==> config.mk <==
export PLATFORM = sky130hd
export DESIGN_NAME = cbf_spectrum_byte_serializer_flat
export DESIGN_NICKNAME = d
export VERILOG_FILES = /design/src/rtl/cbf_spectrum_byte_serializer_pkg.sv /design/src/rtl/cbf_spectrum_byte_serializer_if.sv /design/src/rtl/cbf_spectrum_byte_serializer.sv /design/src/flat_wrapper.sv
export SDC_FILE = /design/constraint.sdc
export NUM_CORES = 1
export LEC_CHECK = 0
export BUFFER_PORTS_ARGS = -buffer_cell sky130_fd_sc_hd__buf_2
export CAP_MARGIN = 20
export CORE_UTILIZATION = 52
export CTS_BUF_LIST = sky130_fd_sc_hd__clkbuf_4 sky130_fd_sc_hd__clkbuf_8 sky130_fd_sc_hd__clkbuf_16
export DETAILED_ROUTE_END_ITERATION = 8
export GPL_TIMING_DRIVEN = 0
export PLACE_DENSITY = 0.76
export SETUP_SLACK_MARGIN = 0.5
export SKIP_CTS_REPAIR_TIMING = 1
export SLEW_MARGIN = 5
export SYNTH_ARGS = -nofsm -noshare
export SYNTH_HDL_FRONTEND = slang
export SYNTH_SLANG_ARGS = --single-unit
export TNS_END_PERCENT = 1
==> constraint.sdc <==
create_clock -name clk -period 5.4 [get_ports clk]
set_input_delay 0.54 -clock clk [delete_from_list [all_inputs] [get_ports clk]]
set_output_delay 0.54 -clock clk [all_outputs]
set_load 0.02 [all_outputs]
==> src/rtl/cbf_spectrum_byte_serializer_pkg.sv <==
// rtl/cbf_spectrum_byte_serializer_pkg.sv - state encoding, sync default and sizing helper for the spectrum byte serializer
// CBF_SERIALIZER_CHECKSUM_EN adds the CSUM state.
package cbf_spectrum_byte_serializer_pkg;

  localparam logic [15:0] SYNC_WORD_DEFAULT = 16'hA55A;

  typedef enum logic [2:0] {
    IDLE,
    HDR0,
    HDR1,
    SEQ,
    DATA,
    WAIT
`ifdef CBF_SERIALIZER_CHECKSUM_EN
    ,
    CSUM
`endif
  } state_t;

  function automatic int bytes_per_word(input int width);
    return (width + 7) / 8;
  endfunction

endpackage

==> src/rtl/cbf_spectrum_byte_serializer_if.sv <==
// rtl/cbf_spectrum_byte_serializer_if.sv - stream handshake bundle used for both the word input and the byte output
interface cbf_spectrum_byte_serializer_if #(
  parameter int WIDTH = 8
) ();

  logic [WIDTH-1:0] tdata;
  logic             tvalid;
  logic             tready;
  logic             tlast;

  modport master (output tdata, output tvalid, output tlast, input tready);
  modport slave  (input tdata, input tvalid, input tlast, output tready);

endinterface

==> src/rtl/cbf_spectrum_byte_serializer.sv <==
// rtl/cbf_spectrum_byte_serializer.sv - packs one power spectrum frame into a SYNC/SEQ-framed 8-bit stream
// CBF_SERIALIZER_CHECKSUM_EN appends a mod-256 checksum byte after the payload.
module cbf_spectrum_byte_serializer
  import cbf_spectrum_byte_serializer_pkg::*;
#(
  parameter int          WORD_LENGTH_IN = 88,
  parameter int          NUM_BINS       = 51,
  parameter logic [15:0] SYNC_WORD      = SYNC_WORD_DEFAULT
) (
  input  logic                                  clk,
  input  logic                                  rst_n,
  cbf_spectrum_byte_serializer_if.slave         s_axis,
  cbf_spectrum_byte_serializer_if.master        m_axis,
  output logic                                  frame_err
);

  localparam int BYTES_PER_WORD = bytes_per_word(WORD_LENGTH_IN);
  localparam int HOLD_W         = BYTES_PER_WORD * 8;
  localparam int IDX_W          = (BYTES_PER_WORD > 1) ? $clog2(BYTES_PER_WORD) : 1;
  localparam int CNT_W          = $clog2(NUM_BINS + 1);
  localparam logic [IDX_W-1:0] IDX_LAST = IDX_W'(BYTES_PER_WORD - 1);
  localparam logic [CNT_W-1:0] CNT_MAX  = CNT_W'(NUM_BINS);

  state_t            state_q, state_d;
  logic [HOLD_W-1:0] hold_q, hold_d;
  logic [IDX_W-1:0]  idx_q, idx_d;
  logic [CNT_W-1:0]  cnt_q, cnt_d;
  logic              last_q, last_d;
  logic              err_q, err_d;
  logic [7:0]        seq_q, seq_d;
`ifdef CBF_SERIALIZER_CHECKSUM_EN
  logic [7:0]        csum_q, csum_d;
`endif

  logic              xfer;
  logic              accept;
  logic              final_byte;
  logic [CNT_W-1:0]  cnt_next;
  logic [HOLD_W-1:0] hold_shift;
  logic [7:0]        payload_byte;

  assign xfer         = m_axis.tvalid && m_axis.tready;
  assign accept       = s_axis.tvalid && s_axis.tready;
  assign final_byte   = (state_q == DATA) && (idx_q == IDX_LAST);
  assign cnt_next     = (state_q == IDLE) ? CNT_W'(1) : cnt_q + 1'b1;
  assign hold_shift   = hold_q << {idx_q, 3'b000};
  assign payload_byte = hold_shift[HOLD_W-1 -: 8];
  assign frame_err    = final_byte && last_q && err_q && xfer;

  // Outputs decode straight from the state register, so reset clears them asynchronously.
  always_comb begin
    m_axis.tvalid = 1'b0;
    m_axis.tdata  = 8'h00;
    m_axis.tlast  = 1'b0;
    s_axis.tready = 1'b0;
    case (state_q)
      IDLE, WAIT: s_axis.tready = 1'b1;
      HDR0: begin
        m_axis.tvalid = 1'b1;
        m_axis.tdata  = SYNC_WORD[15:8];
      end
      HDR1: begin
        m_axis.tvalid = 1'b1;
        m_axis.tdata  = SYNC_WORD[7:0];
      end
      SEQ: begin
        m_axis.tvalid = 1'b1;
        m_axis.tdata  = seq_q;
      end
      DATA: begin
        m_axis.tvalid = 1'b1;
        m_axis.tdata  = payload_byte;
`ifndef CBF_SERIALIZER_CHECKSUM_EN
        m_axis.tlast  = final_byte && last_q;
`endif
        s_axis.tready = final_byte && !last_q && m_axis.tready;
      end
`ifdef CBF_SERIALIZER_CHECKSUM_EN
      CSUM: begin
        m_axis.tvalid = 1'b1;
        m_axis.tdata  = csum_q;
        m_axis.tlast  = 1'b1;
      end
`endif
      default: ;
    endcase
  end

  always_comb begin
    state_d = state_q;
    hold_d  = hold_q;
    idx_d   = idx_q;
    cnt_d   = cnt_q;
    last_d  = last_q;
    err_d   = err_q;
    seq_d   = seq_q;
`ifdef CBF_SERIALIZER_CHECKSUM_EN
    csum_d  = csum_q;
`endif
    // A word is last on input tlast or on reaching NUM_BINS; a mismatch between the two is a framing error.
    if (accept) begin
      hold_d  = HOLD_W'(s_axis.tdata);
      idx_d   = '0;
      cnt_d   = cnt_next;
      last_d  = s_axis.tlast || (cnt_next == CNT_MAX);
      err_d   = s_axis.tlast != (cnt_next == CNT_MAX);
      state_d = (state_q == IDLE) ? HDR0 : DATA;
    end
    case (state_q)
      IDLE: begin
`ifdef CBF_SERIALIZER_CHECKSUM_EN
        csum_d = 8'h00;
`endif
      end
      HDR0: if (xfer) state_d = HDR1;
      HDR1: if (xfer) state_d = SEQ;
      SEQ: if (xfer) begin
        state_d = DATA;
`ifdef CBF_SERIALIZER_CHECKSUM_EN
        csum_d  = csum_q + seq_q;
`endif
      end
      DATA: if (xfer) begin
`ifdef CBF_SERIALIZER_CHECKSUM_EN
        csum_d = csum_q + payload_byte;
`endif
        if (!final_byte) begin
          idx_d = idx_q + 1'b1;
        end else if (last_q) begin
`ifdef CBF_SERIALIZER_CHECKSUM_EN
          state_d = CSUM;
`else
          state_d = IDLE;
          seq_d   = seq_q + 1'b1;
`endif
        end else if (!accept) begin
          state_d = WAIT;
        end
      end
`ifdef CBF_SERIALIZER_CHECKSUM_EN
      CSUM: if (xfer) begin
        state_d = IDLE;
        seq_d   = seq_q + 1'b1;
      end
`endif
      default: ;
    endcase
  end

  always_ff @(posedge clk or negedge rst_n) begin
    if (!rst_n) begin
      state_q <= IDLE;
      hold_q  <= '0;
      idx_q   <= '0;
      cnt_q   <= '0;
      last_q  <= 1'b0;
      err_q   <= 1'b0;
      seq_q   <= 8'h00;
`ifdef CBF_SERIALIZER_CHECKSUM_EN
      csum_q  <= 8'h00;
`endif
    end else begin
      state_q <= state_d;
      hold_q  <= hold_d;
      idx_q   <= idx_d;
      cnt_q   <= cnt_d;
      last_q  <= last_d;
      err_q   <= err_d;
      seq_q   <= seq_d;
`ifdef CBF_SERIALIZER_CHECKSUM_EN
      csum_q  <= csum_d;
`endif
    end
  end

endmodule

==> src/flat_wrapper.sv <==
// flat-port wrapper written by rule: the top's interface ports become plain ports
module cbf_spectrum_byte_serializer_flat import cbf_spectrum_byte_serializer_pkg::*;
#(
  parameter int          WORD_LENGTH_IN = 88,
  parameter int          NUM_BINS       = 51,
  parameter logic [15:0] SYNC_WORD      = SYNC_WORD_DEFAULT
)
  (clk, rst_n, frame_err, s_axis_tdata, s_axis_tvalid, s_axis_tlast, s_axis_tready, m_axis_tdata, m_axis_tvalid, m_axis_tlast, m_axis_tready);
  cbf_spectrum_byte_serializer_if #(.WIDTH((88))) s_axis_i ();
  cbf_spectrum_byte_serializer_if #(.WIDTH(8)) m_axis_i ();
  input  logic clk;
  input  logic rst_n;
  output logic frame_err;
  input wire logic [$bits(s_axis_i.tdata)-1:0] s_axis_tdata;
  input wire logic [$bits(s_axis_i.tvalid)-1:0] s_axis_tvalid;
  input wire logic [$bits(s_axis_i.tlast)-1:0] s_axis_tlast;
  output wire logic [$bits(s_axis_i.tready)-1:0] s_axis_tready;
  output wire logic [$bits(m_axis_i.tdata)-1:0] m_axis_tdata;
  output wire logic [$bits(m_axis_i.tvalid)-1:0] m_axis_tvalid;
  output wire logic [$bits(m_axis_i.tlast)-1:0] m_axis_tlast;
  input wire logic [$bits(m_axis_i.tready)-1:0] m_axis_tready;
  assign s_axis_i.tdata = s_axis_tdata;
  assign s_axis_i.tvalid = s_axis_tvalid;
  assign s_axis_i.tlast = s_axis_tlast;
  assign s_axis_tready = s_axis_i.tready;
  assign m_axis_tdata = m_axis_i.tdata;
  assign m_axis_tvalid = m_axis_i.tvalid;
  assign m_axis_tlast = m_axis_i.tlast;
  assign m_axis_i.tready = m_axis_tready;
  cbf_spectrum_byte_serializer #(.WORD_LENGTH_IN(WORD_LENGTH_IN), .NUM_BINS(NUM_BINS), .SYNC_WORD(SYNC_WORD)) u_core (.clk(clk), .rst_n(rst_n), .s_axis(s_axis_i), .m_axis(m_axis_i), .frame_err(frame_err));
endmodule
==> metrics.cfg <==
[sta]
slew-limit-headroom_pct=53.0
worst_slew_pin_slew_ns=0.706
clock.fmax_mhz=284
slew_viol_final=0
hold_viol_final=0
final.setup.tns_ns=0
rsz0062_at_grt=false
finalClockSkew_ns=0.0116
period_share_pct=65.3
min_period_ns=3.53
setup_viol=0

[yosys]
synth_nets=521
syn_avg_cell_area_um2=13.7
synthFlopType=dfrtp_1
synth-edff-count=0
synth.cell_area_mm2=0.00580
synth.distinct_cells=46
ys_ff_latch=111
async_flop_share_pct=100
yosysWarnings=0
synth_cells=423
yosysSeqAreaShare_pct=47.9

[place]
io_buffers=103
routabilityCongestion=0.862
hpwl_um=9350
placed_area_mm2=0.00652

[global_route]
grt_pass1_wl_um=20500
antenna_found_initial=0
first_global_vias=3906
grt_max_degree=68
gr-total-overflow=0
grt_use_total_pct=23.5

[routing]
detail_route.iter0.violations=201
drtPass1Iterations=4
final_antenna_net_count=0
wl_um=12700
drc=0
wire_per_inst_um=18.6
dr_total_vias=3787
via_per_inst=5.54

[critical_path]
crit_required_ns=4.86
path_class=reg -> out
end_kind=output pin
worstSetupStartpointType=flop
crit_fanout=10
cp.arrival_ns=2.99

[pwr]
p_int_mw=2.46
power_frac_comb_pct=47.5
p_clk_share_pct=13.9
p_sw_share_pct=34.4
power.share.sequential_pct=38.6
cellLeakagePower_nw=3.11
ir_worst_vdd_v=0.000230
total_power_mw=3.75
p_per_area_mw_per_mm2=557
power.switching_mw=1.29

[floorplanning]
design.core.area_mm2=0.0108
fp.dieArea_mm2=0.0116
initial_core_util_pct=53.5
die_h_um=108
pin_count=105
rows=38
die_x_um=108

[final_layout]
finish.net_count=637
final_layout_size_suffix_gt1_share_pct=47.1
fin_util_pct=62.1
areaGrowthSynthToFinish_pct=16.1
layout_common_cells=111 x buf_2, 111 x dfrtp_1, 88 x mux2_4
final_cell_area_mm2=0.00673
antenna_cells=0

[cts]
htreeDepth=3
cts-root-buf=clkbuf_8
cts.sinks=111
ctsLongestPathBuffers=2
clk_pin_slew_ns=0.11
insertion_delay_ns=0.37
cts_made_buffers=9
tritoncts=yes

[run]
cap_violations=0

[status]
status=complete, no violations

[worst_hold_path]
min_path_type=in -> async

## cell type report
cell class              instances  area (um^2)
repair buffers                105          554
fillers                       860         4110
multi-input cells             277         2800
flip-flops and latches        111         2780
well taps                     140          175
inverters                       8         30.0
clock buffers                  11          139
clock inverters                 5         67.6
plain buffers                  27          189
## critical path, cell delays in order (launching register included)
cell and delay, ns:
dfrtp_1 0.36, buf_2 0.29, buf_2 0.39, buf_2 0.30, inv_1 0.10, ha_1 0.23
and3b_1 0.22, a31oi_4 0.43, nor3_1 0.10, buf_2 0.18
## registers in the layout (all words and copies together), names as in the netlist
name / cells
u_core.hold_q: 88
u_core.seq_q: 8
u_core.idx_q: 4
u_core.last_q: 1
u_core.err_q: 1
u_core.state_q: 3
u_core.cnt_q: 6
## final timing paths
path,start,to,slack (ns),cells past startpoint
min in group clk,s_axis_tdata[21],u_core.hold_q[21]$_DFFE_PN0P_,0.39,2
worst min register to register,u_core.seq_q[7]$_DFFE_PN0P_,u_core.seq_q[7]$_DFFE_PN0P_,0.48,1
worst max register to register,u_core.idx_q[0]$_DFF_PN0_,u_core.hold_q[0]$_DFFE_PN0P_,2.31,10
max in group asynchronous,rst_n,u_core.hold_q[71]$_DFFE_PN0P_,4.66,2
worst min-delay path,rst_n,u_core.hold_q[20]$_DFFE_PN0P_,0.07,1
worst max-delay path,u_core.idx_q[0]$_DFF_PN0_,s_axis_tready,1.87,9
## per-layer routing
metal / up-vias / track usage, % / routed length [um]
met2: 106 / 36.5 / 6040
met4: 0 / 5.77 / 205
met3: 17 / 4.42 / 550
met5: - / 0 / 0
li1: 1763 / - / -
met1: 1901 / 34.1 / 5930
## power groups by stage
stage	Combinational, mW	Clock, mW	Sequential [mW]
2_1_floorplan	1.42	0	1.37
3_3_place_gp	1.73	0	1.43
3_5_place_dp	1.78	0	1.45
4_1_cts	1.79	0.528	1.44
5_1_grt	1.90	0.561	1.48
6_report	1.78	0.522	1.45
## through the flow
| step | hold WS (ns) | setup slack, ns | std cells |
|---|---|---|---|
| after floorplan | 0.244 | 2.74 | 423 |
| after global placement | 0.457 | 2.28 | 666 |
| after detailed placement | 0.460 | 2.22 | 667 |
| after CTS | 0.0855 | 1.80 | 683 |
| after global routing | 0.0879 | 1.61 | 684 |
| final | 0.0676 | 1.87 | 684 |
## cells in the mapped netlist (2+ instances only)
cell type / instances / area share [%]
o21a_1: 2 / 0.26
a21oi_1: 5 / 0.43
mux2_2: 2 / 0.39
ha_1: 5 / 1.1
mux2i_1: 9 / 1.6
mux2_4: 88 / 23
nand3_1: 8 / 0.69
buf_1: 2 / 0.13
buf_6: 10 / 1.9
inv_1: 8 / 0.52
nor2_1: 19 / 1.2
o22ai_1: 2 / 0.22
o21ai_0: 25 / 2.2
nand4_1: 14 / 1.5
clkbuf_1: 5 / 0.32
xnor2_1: 7 / 1.1
nor4_1: 3 / 0.32
o41ai_1: 2 / 0.30
nor4b_2: 2 / 0.52
nor2b_1: 3 / 0.32
dfrtp_1: 111 / 48
mux4_2: 16 / 6.2
and2_1: 10 / 1.1
and3_1: 4 / 0.43
o31ai_1: 4 / 0.52
nor3_1: 6 / 0.52
nand2_1: 20 / 1.3
buf_2: 9 / 0.78
and4_1: 2 / 0.30
xor2_1: 4 / 0.60
## cell families (layout without fill, tap and decap cells)
family / after synthesis / count (layout) / synth area share [%]
and+or+nand+nor: 101 / 101 / 9.84
AOI/OAI and AO/OA: 45 / 45 / 4.79
buffers and inverters: 35 / 156 / 3.78
xor gates and xnor gates: 11 / 11 / 1.66
muxes: 115 / 115 / 30.9
adders and majority gates: 5 / 5 / 1.08
DFF: 111 / 111 / 47.9
Note: power is estimated with default switching activity, not from simulation.
